**src/rtl/execute_pkg.sv**
```systemverilog
// Shared encodings for the execute stage: ALU ops, branch funct3, M-ops,
// forwarding selects and the multiply/divide FSM state.
package execute_pkg;

    localparam logic [3:0] ALU_ADD   = 4'd0;
    localparam logic [3:0] ALU_SUB   = 4'd1;
    localparam logic [3:0] ALU_AND   = 4'd2;
    localparam logic [3:0] ALU_OR    = 4'd3;
    localparam logic [3:0] ALU_XOR   = 4'd4;
    localparam logic [3:0] ALU_SLT   = 4'd5;
    localparam logic [3:0] ALU_SLTU  = 4'd6;
    localparam logic [3:0] ALU_SLL   = 4'd7;
    localparam logic [3:0] ALU_SRL   = 4'd8;
    localparam logic [3:0] ALU_SRA   = 4'd9;
    localparam logic [3:0] ALU_PASSB = 4'd10;

    localparam logic [2:0] BR_EQ  = 3'b000;
    localparam logic [2:0] BR_NE  = 3'b001;
    localparam logic [2:0] BR_LT  = 3'b100;
    localparam logic [2:0] BR_GE  = 3'b101;
    localparam logic [2:0] BR_LTU = 3'b110;
    localparam logic [2:0] BR_GEU = 3'b111;

    localparam logic [2:0] MD_MUL    = 3'b000;
    localparam logic [2:0] MD_MULH   = 3'b001;
    localparam logic [2:0] MD_MULHSU = 3'b010;
    localparam logic [2:0] MD_MULHU  = 3'b011;
    localparam logic [2:0] MD_DIV    = 3'b100;
    localparam logic [2:0] MD_DIVU   = 3'b101;
    localparam logic [2:0] MD_REM    = 3'b110;
    localparam logic [2:0] MD_REMU   = 3'b111;

    localparam logic [1:0] FWD_RD = 2'b00;
    localparam logic [1:0] FWD_W  = 2'b01;
    localparam logic [1:0] FWD_M  = 2'b10;

    typedef enum logic [1:0] {
        S_IDLE = 2'd0,
        S_BUSY = 2'd1,
        S_DONE = 2'd2
    } md_state_t;

endpackage

```
**src/rtl/execute_stage_md_if.sv**
```systemverilog
// ID/EX inputs and EX/MEM outputs of the execute stage; master = pipeline, slave = stage.
// Handshake: the stage accepts the EX instruction on any edge where StallE is low;
// while StallE is high the pipeline must hold every *E input stable.
interface execute_stage_md_if #(
    parameter int XLEN   = 32,
    parameter int REG_AW = 5
);
    import execute_pkg::*;

    logic              ValidE, FlushE;
    logic              RegWriteE, MemWriteE, BranchE, JumpE, JalrE, ALUSrcE, MdEnE;
    logic [1:0]        ResultSrcE;
    logic [3:0]        ALUControlE;
    logic [2:0]        BranchOpE, MdOpE;
    logic [XLEN-1:0]   RD1E, RD2E, PCE, ImmExtE, PCPlus4E, ResultW;
    logic [REG_AW-1:0] RdE;
    logic [1:0]        ForwardAE, ForwardBE;

    logic              PCSrcE;
    logic [XLEN-1:0]   PCTargetE;
    logic              StallE;
    logic              RegWriteM, MemWriteM;
    logic [1:0]        ResultSrcM;
    logic [XLEN-1:0]   ALUResultM, WriteDataM, PCPlus4M;
    logic [REG_AW-1:0] RdM;
    md_state_t         MdStateE;

    modport master (
        output ValidE, FlushE, RegWriteE, MemWriteE, BranchE, JumpE, JalrE, ALUSrcE, MdEnE,
               ResultSrcE, ALUControlE, BranchOpE, MdOpE, RD1E, RD2E, PCE, ImmExtE,
               PCPlus4E, ResultW, RdE, ForwardAE, ForwardBE,
        input  PCSrcE, PCTargetE, StallE, RegWriteM, MemWriteM, ResultSrcM, ALUResultM,
               WriteDataM, PCPlus4M, RdM, MdStateE
    );

    modport slave (
        input  ValidE, FlushE, RegWriteE, MemWriteE, BranchE, JumpE, JalrE, ALUSrcE, MdEnE,
               ResultSrcE, ALUControlE, BranchOpE, MdOpE, RD1E, RD2E, PCE, ImmExtE,
               PCPlus4E, ResultW, RdE, ForwardAE, ForwardBE,
        output PCSrcE, PCTargetE, StallE, RegWriteM, MemWriteM, ResultSrcM, ALUResultM,
               WriteDataM, PCPlus4M, RdM, MdStateE
    );

endinterface

```
**src/rtl/md_unit_iter.sv**
```systemverilog
// Iterative RV32M unit: one shift-add or restoring shift-subtract step per cycle
// on operand magnitudes, with sign and divide-by-zero fixup in DONE.
module md_unit_iter
    import execute_pkg::*;
#(
    parameter int XLEN = 32
) (
    input  logic            clk,
    input  logic            rst,
    input  logic            start,
    input  logic            abort,
    input  logic [2:0]      op,
    input  logic [XLEN-1:0] a,
    input  logic [XLEN-1:0] b,
    output logic            busy,
    output logic            done,
    output logic [XLEN-1:0] result,
    output md_state_t       state_o
);
    localparam int CW = $clog2(XLEN);

    md_state_t         state_q, state_d;
    logic [CW-1:0]     cnt_q, cnt_d;
    logic [XLEN-1:0]   hi_q, hi_d, lo_q, lo_d, b_q, b_d;
    logic [2:0]        op_q, op_d;
    logic              neg_a_q, neg_a_d, neg_b_q, neg_b_d, bzero_q, bzero_d;

    logic              a_signed, b_signed, sa, sb, ge;
    logic [XLEN-1:0]   mag_a, mag_b, shl, diff, quo, rem;
    logic [XLEN:0]     add_sum;
    logic [2*XLEN-1:0] prod, prod_fix;

    always_comb begin
        a_signed = (op == MD_MULH) || (op == MD_MULHSU) || (op == MD_DIV) || (op == MD_REM);
        b_signed = (op == MD_MULH) || (op == MD_DIV) || (op == MD_REM);
        sa       = a_signed & a[XLEN-1];
        sb       = b_signed & b[XLEN-1];
        mag_a    = sa ? -a : a;
        mag_b    = sb ? -b : b;

        // hi_q < b_q holds throughout a divide, so the shifted partial remainder fits XLEN+1 bits.
        add_sum  = {1'b0, hi_q} + {1'b0, b_q};
        shl      = {hi_q[XLEN-2:0], lo_q[XLEN-1]};
        ge       = {hi_q, lo_q[XLEN-1]} >= {1'b0, b_q};
        diff     = shl - b_q;

        state_d = state_q;
        cnt_d   = cnt_q;
        hi_d    = hi_q;
        lo_d    = lo_q;
        b_d     = b_q;
        op_d    = op_q;
        neg_a_d = neg_a_q;
        neg_b_d = neg_b_q;
        bzero_d = bzero_q;

        case (state_q)
            S_IDLE: begin
                if (start) begin
                    state_d = S_BUSY;
                    cnt_d   = '0;
                    hi_d    = '0;
                    lo_d    = mag_a;
                    b_d     = mag_b;
                    op_d    = op;
                    neg_a_d = sa;
                    neg_b_d = sb;
                    bzero_d = (b == '0);
                end
            end
            S_BUSY: begin
                if (op_q[2]) begin
                    hi_d = ge ? diff : shl;
                    lo_d = {lo_q[XLEN-2:0], ge};
                end else if (lo_q[0]) begin
                    {hi_d, lo_d} = {add_sum, lo_q[XLEN-1:1]};
                end else begin
                    {hi_d, lo_d} = {1'b0, hi_q, lo_q[XLEN-1:1]};
                end
                if (cnt_q == CW'(XLEN - 1)) begin
                    state_d = S_DONE;
                end else begin
                    cnt_d = cnt_q + CW'(1);
                end
            end
            S_DONE:  state_d = S_IDLE;
            default: state_d = S_IDLE;
        endcase

        if (abort) begin
            state_d = S_IDLE;
        end
    end

    // Signed overflow needs no special case: |min|/1 negated wraps back to min, remainder 0.
    always_comb begin
        prod     = {hi_q, lo_q};
        prod_fix = (neg_a_q ^ neg_b_q) ? -prod : prod;
        quo      = bzero_q ? '1 : ((neg_a_q ^ neg_b_q) ? -lo_q : lo_q);
        rem      = neg_a_q ? -hi_q : hi_q;
        case (op_q)
            MD_MUL:                       result = prod_fix[XLEN-1:0];
            MD_MULH, MD_MULHSU, MD_MULHU: result = prod_fix[2*XLEN-1:XLEN];
            MD_DIV, MD_DIVU:              result = quo;
            default:                      result = rem;
        endcase
    end

    always_ff @(posedge clk or posedge rst) begin
        if (rst) begin
            state_q <= S_IDLE;
            cnt_q   <= '0;
            hi_q    <= '0;
            lo_q    <= '0;
            b_q     <= '0;
            op_q    <= '0;
            neg_a_q <= 1'b0;
            neg_b_q <= 1'b0;
            bzero_q <= 1'b0;
        end else begin
            state_q <= state_d;
            cnt_q   <= cnt_d;
            hi_q    <= hi_d;
            lo_q    <= lo_d;
            b_q     <= b_d;
            op_q    <= op_d;
            neg_a_q <= neg_a_d;
            neg_b_q <= neg_b_d;
            bzero_q <= bzero_d;
        end
    end

    assign busy    = (state_q == S_BUSY);
    assign done    = (state_q == S_DONE);
    assign state_o = state_q;

endmodule

```
**src/rtl/execute_stage_md.sv**
```systemverilog
// Execute stage: forwarding, ALU, branch/jump resolution, iterative RV32M unit
// and the EX/MEM pipeline register.
module execute_stage_md
    import execute_pkg::*;
#(
    parameter int XLEN   = 32,
    parameter int REG_AW = 5
) (
    input logic               clk,
    input logic               rst,
    execute_stage_md_if.slave ex
);
    localparam int SHW = $clog2(XLEN);

    logic [XLEN-1:0]   src_a, fwd_b, src_b, alu_result, md_result;
    logic [SHW-1:0]    shamt;
    logic              br_cond, md_busy, md_done, stall, bubble;
    md_state_t         md_state;

    logic              regwrite_m_q, regwrite_m_d, memwrite_m_q, memwrite_m_d;
    logic [1:0]        resultsrc_m_q, resultsrc_m_d;
    logic [XLEN-1:0]   aluresult_m_q, aluresult_m_d, writedata_m_q, writedata_m_d;
    logic [XLEN-1:0]   pcplus4_m_q, pcplus4_m_d;
    logic [REG_AW-1:0] rd_m_q, rd_m_d;

    function automatic logic [XLEN-1:0] fwd_sel(input logic [XLEN-1:0] rd,
                                                input logic [1:0]      sel,
                                                input logic [XLEN-1:0] res_w,
                                                input logic [XLEN-1:0] alu_m);
        logic [XLEN-1:0] v;
        case (sel)
            FWD_W:   v = res_w;
            FWD_M:   v = alu_m;
            default: v = rd;
        endcase
        return v;
    endfunction

    always_comb begin
        src_a = fwd_sel(ex.RD1E, ex.ForwardAE, ex.ResultW, aluresult_m_q);
        fwd_b = fwd_sel(ex.RD2E, ex.ForwardBE, ex.ResultW, aluresult_m_q);
        src_b = ex.ALUSrcE ? ex.ImmExtE : fwd_b;
        shamt = src_b[SHW-1:0];

        case (ex.ALUControlE)
            ALU_ADD:   alu_result = src_a + src_b;
            ALU_SUB:   alu_result = src_a - src_b;
            ALU_AND:   alu_result = src_a & src_b;
            ALU_OR:    alu_result = src_a | src_b;
            ALU_XOR:   alu_result = src_a ^ src_b;
            ALU_SLT:   alu_result = {{(XLEN-1){1'b0}}, $signed(src_a) < $signed(src_b)};
            ALU_SLTU:  alu_result = {{(XLEN-1){1'b0}}, src_a < src_b};
            ALU_SLL:   alu_result = src_a << shamt;
            ALU_SRL:   alu_result = src_a >> shamt;
            ALU_SRA:   alu_result = $signed(src_a) >>> shamt;
            ALU_PASSB: alu_result = src_b;
            default:   alu_result = '0;
        endcase

        case (ex.BranchOpE)
            BR_EQ:   br_cond = (src_a == fwd_b);
            BR_NE:   br_cond = (src_a != fwd_b);
            BR_LT:   br_cond = $signed(src_a) < $signed(fwd_b);
            BR_GE:   br_cond = $signed(src_a) >= $signed(fwd_b);
            BR_LTU:  br_cond = src_a < fwd_b;
            BR_GEU:  br_cond = src_a >= fwd_b;
            default: br_cond = 1'b0;
        endcase
    end

    assign ex.PCSrcE    = ex.ValidE & (ex.JumpE | (ex.BranchE & br_cond));
    assign ex.PCTargetE = ex.JalrE ? ((src_a + ex.ImmExtE) & ~XLEN'(1)) : (ex.PCE + ex.ImmExtE);

    md_unit_iter #(.XLEN(XLEN)) u_md (
        .clk     (clk),
        .rst     (rst),
        .start   (ex.ValidE & ex.MdEnE),
        .abort   (ex.FlushE),
        .op      (ex.MdOpE),
        .a       (src_a),
        .b       (fwd_b),
        .busy    (md_busy),
        .done    (md_done),
        .result  (md_result),
        .state_o (md_state)
    );

    assign stall       = ex.ValidE & ex.MdEnE & ~md_done & ~ex.FlushE;
    assign ex.StallE   = stall;
    assign ex.MdStateE = md_state;

    // MEM sees bubbles for the whole time the M-unit is iterating.
    always_comb begin
        bubble        = stall | ex.FlushE | md_busy;
        regwrite_m_d  = 1'b0;
        memwrite_m_d  = 1'b0;
        resultsrc_m_d = '0;
        aluresult_m_d = '0;
        writedata_m_d = '0;
        pcplus4_m_d   = '0;
        rd_m_d        = '0;
        if (!bubble) begin
            regwrite_m_d  = ex.RegWriteE;
            memwrite_m_d  = ex.MemWriteE;
            resultsrc_m_d = ex.ResultSrcE;
            aluresult_m_d = md_done ? md_result : alu_result;
            writedata_m_d = fwd_b;
            pcplus4_m_d   = ex.PCPlus4E;
            rd_m_d        = ex.RdE;
        end
    end

    always_ff @(posedge clk or posedge rst) begin
        if (rst) begin
            regwrite_m_q  <= 1'b0;
            memwrite_m_q  <= 1'b0;
            resultsrc_m_q <= '0;
            aluresult_m_q <= '0;
            writedata_m_q <= '0;
            pcplus4_m_q   <= '0;
            rd_m_q        <= '0;
        end else begin
            regwrite_m_q  <= regwrite_m_d;
            memwrite_m_q  <= memwrite_m_d;
            resultsrc_m_q <= resultsrc_m_d;
            aluresult_m_q <= aluresult_m_d;
            writedata_m_q <= writedata_m_d;
            pcplus4_m_q   <= pcplus4_m_d;
            rd_m_q        <= rd_m_d;
        end
    end

    assign ex.RegWriteM  = regwrite_m_q;
    assign ex.MemWriteM  = memwrite_m_q;
    assign ex.ResultSrcM = resultsrc_m_q;
    assign ex.ALUResultM = aluresult_m_q;
    assign ex.WriteDataM = writedata_m_q;
    assign ex.PCPlus4M   = pcplus4_m_q;
    assign ex.RdM        = rd_m_q;

endmodule

```
**src/flat_wrapper.sv**
```systemverilog
// flat-port wrapper written by rule: the top's interface ports become plain ports
module execute_stage_md_flat import execute_pkg::*;
#(
    parameter int XLEN   = 32,
    parameter int REG_AW = 5
)
  (clk, rst, ex_ValidE, ex_FlushE, ex_RegWriteE, ex_MemWriteE, ex_BranchE, ex_JumpE, ex_JalrE, ex_ALUSrcE, ex_MdEnE, ex_ResultSrcE, ex_ALUControlE, ex_BranchOpE, ex_MdOpE, ex_RD1E, ex_RD2E, ex_PCE, ex_ImmExtE, ex_PCPlus4E, ex_ResultW, ex_RdE, ex_ForwardAE, ex_ForwardBE, ex_PCSrcE, ex_PCTargetE, ex_StallE, ex_RegWriteM, ex_MemWriteM, ex_ResultSrcM, ex_ALUResultM, ex_WriteDataM, ex_PCPlus4M, ex_RdM, ex_MdStateE);
  execute_stage_md_if #(.XLEN(XLEN), .REG_AW(REG_AW)) ex_i ();
  input logic clk;
  input logic rst;
  input wire logic [$bits(ex_i.ValidE)-1:0] ex_ValidE;
  input wire logic [$bits(ex_i.FlushE)-1:0] ex_FlushE;
  input wire logic [$bits(ex_i.RegWriteE)-1:0] ex_RegWriteE;
  input wire logic [$bits(ex_i.MemWriteE)-1:0] ex_MemWriteE;
  input wire logic [$bits(ex_i.BranchE)-1:0] ex_BranchE;
  input wire logic [$bits(ex_i.JumpE)-1:0] ex_JumpE;
  input wire logic [$bits(ex_i.JalrE)-1:0] ex_JalrE;
  input wire logic [$bits(ex_i.ALUSrcE)-1:0] ex_ALUSrcE;
  input wire logic [$bits(ex_i.MdEnE)-1:0] ex_MdEnE;
  input wire logic [$bits(ex_i.ResultSrcE)-1:0] ex_ResultSrcE;
  input wire logic [$bits(ex_i.ALUControlE)-1:0] ex_ALUControlE;
  input wire logic [$bits(ex_i.BranchOpE)-1:0] ex_BranchOpE;
  input wire logic [$bits(ex_i.MdOpE)-1:0] ex_MdOpE;
  input wire logic [$bits(ex_i.RD1E)-1:0] ex_RD1E;
  input wire logic [$bits(ex_i.RD2E)-1:0] ex_RD2E;
  input wire logic [$bits(ex_i.PCE)-1:0] ex_PCE;
  input wire logic [$bits(ex_i.ImmExtE)-1:0] ex_ImmExtE;
  input wire logic [$bits(ex_i.PCPlus4E)-1:0] ex_PCPlus4E;
  input wire logic [$bits(ex_i.ResultW)-1:0] ex_ResultW;
  input wire logic [$bits(ex_i.RdE)-1:0] ex_RdE;
  input wire logic [$bits(ex_i.ForwardAE)-1:0] ex_ForwardAE;
  input wire logic [$bits(ex_i.ForwardBE)-1:0] ex_ForwardBE;
  output wire logic [$bits(ex_i.PCSrcE)-1:0] ex_PCSrcE;
  output wire logic [$bits(ex_i.PCTargetE)-1:0] ex_PCTargetE;
  output wire logic [$bits(ex_i.StallE)-1:0] ex_StallE;
  output wire logic [$bits(ex_i.RegWriteM)-1:0] ex_RegWriteM;
  output wire logic [$bits(ex_i.MemWriteM)-1:0] ex_MemWriteM;
  output wire logic [$bits(ex_i.ResultSrcM)-1:0] ex_ResultSrcM;
  output wire logic [$bits(ex_i.ALUResultM)-1:0] ex_ALUResultM;
  output wire logic [$bits(ex_i.WriteDataM)-1:0] ex_WriteDataM;
  output wire logic [$bits(ex_i.PCPlus4M)-1:0] ex_PCPlus4M;
  output wire logic [$bits(ex_i.RdM)-1:0] ex_RdM;
  output wire logic [$bits(ex_i.MdStateE)-1:0] ex_MdStateE;
  assign ex_i.ValidE = ex_ValidE;
  assign ex_i.FlushE = ex_FlushE;
  assign ex_i.RegWriteE = ex_RegWriteE;
  assign ex_i.MemWriteE = ex_MemWriteE;
  assign ex_i.BranchE = ex_BranchE;
  assign ex_i.JumpE = ex_JumpE;
  assign ex_i.JalrE = ex_JalrE;
  assign ex_i.ALUSrcE = ex_ALUSrcE;
  assign ex_i.MdEnE = ex_MdEnE;
  assign ex_i.ResultSrcE = ex_ResultSrcE;
  assign ex_i.ALUControlE = ex_ALUControlE;
  assign ex_i.BranchOpE = ex_BranchOpE;
  assign ex_i.MdOpE = ex_MdOpE;
  assign ex_i.RD1E = ex_RD1E;
  assign ex_i.RD2E = ex_RD2E;
  assign ex_i.PCE = ex_PCE;
  assign ex_i.ImmExtE = ex_ImmExtE;
  assign ex_i.PCPlus4E = ex_PCPlus4E;
  assign ex_i.ResultW = ex_ResultW;
  assign ex_i.RdE = ex_RdE;
  assign ex_i.ForwardAE = ex_ForwardAE;
  assign ex_i.ForwardBE = ex_ForwardBE;
  assign ex_PCSrcE = ex_i.PCSrcE;
  assign ex_PCTargetE = ex_i.PCTargetE;
  assign ex_StallE = ex_i.StallE;
  assign ex_RegWriteM = ex_i.RegWriteM;
  assign ex_MemWriteM = ex_i.MemWriteM;
  assign ex_ResultSrcM = ex_i.ResultSrcM;
  assign ex_ALUResultM = ex_i.ALUResultM;
  assign ex_WriteDataM = ex_i.WriteDataM;
  assign ex_PCPlus4M = ex_i.PCPlus4M;
  assign ex_RdM = ex_i.RdM;
  assign ex_MdStateE = ex_i.MdStateE;
  execute_stage_md #(.XLEN(XLEN), .REG_AW(REG_AW)) u_core (.clk(clk), .rst(rst), .ex(ex_i));
endmodule
```
**config.mk**
```make
export PLATFORM = sky130hd
export DESIGN_NAME = execute_stage_md_flat
export DESIGN_NICKNAME = d
export VERILOG_FILES = /design/src/rtl/execute_pkg.sv /design/src/rtl/execute_stage_md_if.sv /design/src/rtl/md_unit_iter.sv /design/src/rtl/execute_stage_md.sv /design/src/flat_wrapper.sv
export SDC_FILE = /design/constraint.sdc
export NUM_CORES = 2
export LEC_CHECK = 0
export ABC_AREA = 1
export CAP_MARGIN = 5
export CORE_UTILIZATION = 30
export DETAILED_ROUTE_END_ITERATION = 16
export PLACE_DENSITY = 0.47
export SYNTH_ARGS = -nofsm -noshare
export SYNTH_HDL_FRONTEND = slang
export SYNTH_SLANG_ARGS = --single-unit
export TNS_END_PERCENT = 50
```
**constraint.sdc**
```tcl
create_clock -name clk -period 11.9 [get_ports clk]
set_clock_uncertainty 0.15 [all_clocks]
set_input_delay 2.38 -clock clk [delete_from_list [all_inputs] [get_ports clk]]
set_output_delay 2.38 -clock clk [all_outputs]
set_load 0.05 [all_outputs]
```
==> results.cfg <==
[clock_network]
post_cts_buffers = 0
tritoncts = built
htree_levels = 1
cts.sinks = 214
postCtsResizedCells = 0
postCtsHoldBufs = 0
clk_pin_slew_worst_paths_ns = 0.07
worst_skew_pair.late_latency_ns = 0.61
cts_buffer_depth = 3
clockRootBuffer = clkbuf_16
cts_buffers = 26

[logic_synthesis]
ys_seq_area_share_pct = 16.1
syn_nets = 6370
ys_ff_latch = 214
synth-edff-count = 0
yosysUniqueCellTypes = 60
avgSynthCellArea_sq_um = 5.67
synth_ff_type = dfrtp_1
async_reset_ff_share_pct = 100
yosysWarnings = 0
synthCells = 5877
synth_area_sq_um = 33300

[grt]
antenna_found_initial = 15
grt_first_pass_wirelength_mm = 302
grtUsageTotal_pct = 37.2
grt_max_degree = 90
overflow = 0
grt_pass1_vias = 40800

[critical_path]
required_ns = 9.37
start_kind = input port
cp-end-kind = output pin
path_max_fanout = 34
r2r_setup_slack_ns = 6.10
worstSetupPathType = in -> out
crit_arrival_ns = 8.17

[detailed_routing]
wl_per_cell_um = 28.3
totalWireLength_mm = 216
drtIter0Drc = 4801
drt-pass1-iter-count = 7
num_vias = 43300
post_drt_via_cell_ratio = 5.68
route.detailed.drc = 0
ant_nets = 0

[floorplan]
design.die.area_sq_um = 112000
ios = 365
die_y_um = 335
fp.dieW_um = 335
rows = 121
start_util_pct = 30.4
core_sq_um = 109000

[sta]
setup_violations = 0
setup_ws_ns = 1.20
hold_violations = 0
rsz0062_at_grt = no
tightestPinTransition_ns = 1.17
slew_viol_final = 0
hold_ws_ns = 0.351
slew-limit-headroom_pct = 21.2
final.setup.tns_ns = 0
min_period_over_period_pct = 89.9
final.min_clock_period_ns = 10.70
clock.fmax_mhz = 93.5

[run_status]
status = complete, no violations

[power_and_ir_drop]
p_leak_nw = 18.9
total_power_mw = 6.70
powerDensity_nw_per_um2 = 169
peakVddDrop_v = 0.000101

[cells_and_area]
layout.cells.non_filler = 7625
nNetsFinal = 6620
final_core_util_pct = 36.1
drive_above_1_share_pct = 4.21
final_area_sq_um = 39600
area_growth_pct = 18.7

[placement]
preCtsSetupSlack_ns = 1.31
numPlacedInstances = 7575
gp_congestion = 1.05
port_buffers = 364
hpwl_mm = 177
placed_area_sq_um = 38600

[worst_hold_path]
hp-class = reg -> reg

[flow_run]
drv_cap = 0
## cell usage after synthesis (all sizes together) (2+ instances only)
library cell  count  area (sq um)
nor3             73           375
o2111ai           3          26.3
a211oi            5          37.5
nand2          1485          5580
o21a             15           113
clkinv            7          26.3
and2              8          50.1
nand3b            4          42.5
ha              263          3290
o21bai           17           128
buf              66           372
nor4             13          81.3
o31ai             3          22.5
a21boi           13          97.6
or2              32           200
nand3           663          3330
a21o             20           150
xor2             56           490
o21ai           616          3240
dfrtp           214          5360
o211ai           46           345
clkbuf          175           657
a31oi            50           313
a21oi           499          2500
nand4            78           488
inv             684          2570
fa                6           120
o22ai            20           125
o221a             2          22.5
a2111oi           4          35.0
o221ai           11          96.3
a221oi           22           193
nor2            667          2550
xnor2            24           210
o311ai            2          17.5
nor3b             3          22.5
## per-layer routing
layer  vias to the layer above  track usage, %  wire [um]
li1                      20100               -          -
met1                     20600            47.6      87900
met2                      2187            58.6      94700
met3                       439            5.76      18200
met4                        10            22.4      15100
met5                         -               0         61
## placed cells by master, fill, tap and decap left out, types with 22 or more instances in the layout
cell,count
nor2_1,649
o21ai_1,57
clkbuf_16,26
ha_1,262
xnor2_1,24
nor3_1,70
nand3_1,661
o211ai_1,46
inv_1,666
dfrtp_1,213
o21ai_2,32
clkdlybuf4s50_1,360
a31oi_1,50
nand2_1,1481
o21ai_0,521
a221oi_1,22
xor2_1,56
nand4_1,78
buf_4,101
a21oi_1,499
## state kept, by name, indices dropped and copies added, names as in the netlist
name                  cells
u_core.ex.ALUResultM     32
u_core.ex.MemWriteM       1
u_core.ex.PCPlus4M       32
u_core.ex.RdM             5
u_core.ex.RegWriteM       1
u_core.ex.ResultSrcM      2
u_core.ex.WriteDataM     32
u_core.u_md.b_q          32
u_core.u_md.bzero_q       1
u_core.u_md.cnt_q         5
u_core.u_md.hi_q         32
u_core.u_md.lo_q         32
u_core.u_md.neg_a_q       1
u_core.u_md.neg_b_q       1
u_core.u_md.op_q          3
u_core.u_md.state_o       2
## worst max-delay path: stages
cell             delay [ns]
clkdlybuf4s50_1        0.49
inv_1                  0.05
ha_1                   0.43
inv_2                  0.59
buf_4                  0.49
nand3_1                0.12
o21ai_1                0.46
inv_1                  0.35
ha_1                   0.47
nand2_1                0.11
nor2_1                 0.14
inv_1                  0.07
nor2_1                 0.12
nand3_1                0.08
o21ai_0                0.54
nand2_1                0.10
nand2_1                0.11
o21ai_0                0.09
o21ai_0                0.11
clkdlybuf4s50_1        0.83
## report_power, final
part	switching [mW]	internal, mW
combinational	3.33	1.31
clock	0.380	0.552
sequential	0.274	0.858
total	3.98	2.71
## worst paths after layout
check,start,endpoint,cells past startpoint
setup / recovery,ex_ForwardAE[0],ex_PCTargetE[31],20
hold / removal,u_core.u_md.op_q[0],u_core.u_md.op_q[0],2
setup reg to reg,u_core.ex.ALUResultM[2],u_core.ex.ALUResultM[31],22
hold reg to reg,u_core.u_md.op_q[0],u_core.u_md.op_q[0],2
max in group asynchronous,rst,u_core.u_md.b_q[2],3
min in group asynchronous,rst,u_core.ex.WriteDataM[29],2
## area by class of cell
cell class	instances	area, sq um
clock inverter	13	214
timing repair buffer	463	4370
inverter	691	2600
antenna	4	10.0
fill	12400	69900
sequential	214	5360
clock buffer	33	747
multi-input combinational	4731	24400
tap	1476	1850
## cell families (layout without fill, tap and decap cells)
kind of cell / after synthesis / in the layout / share of synthesized area, %
buffers and inverters: 932 / 1200 / 10.9
xor gates and xnor gates: 80 / 80 / 2.10
AOI/OAI and AO/OA: 1353 / 1353 / 22.5
and+or+nand+nor: 3029 / 3029 / 38.2
DFF: 214 / 214 / 16.1
adders and majority gates: 269 / 269 / 10.2
other: 0 / 4 / 0
Power figures use the tool's default switching activity.
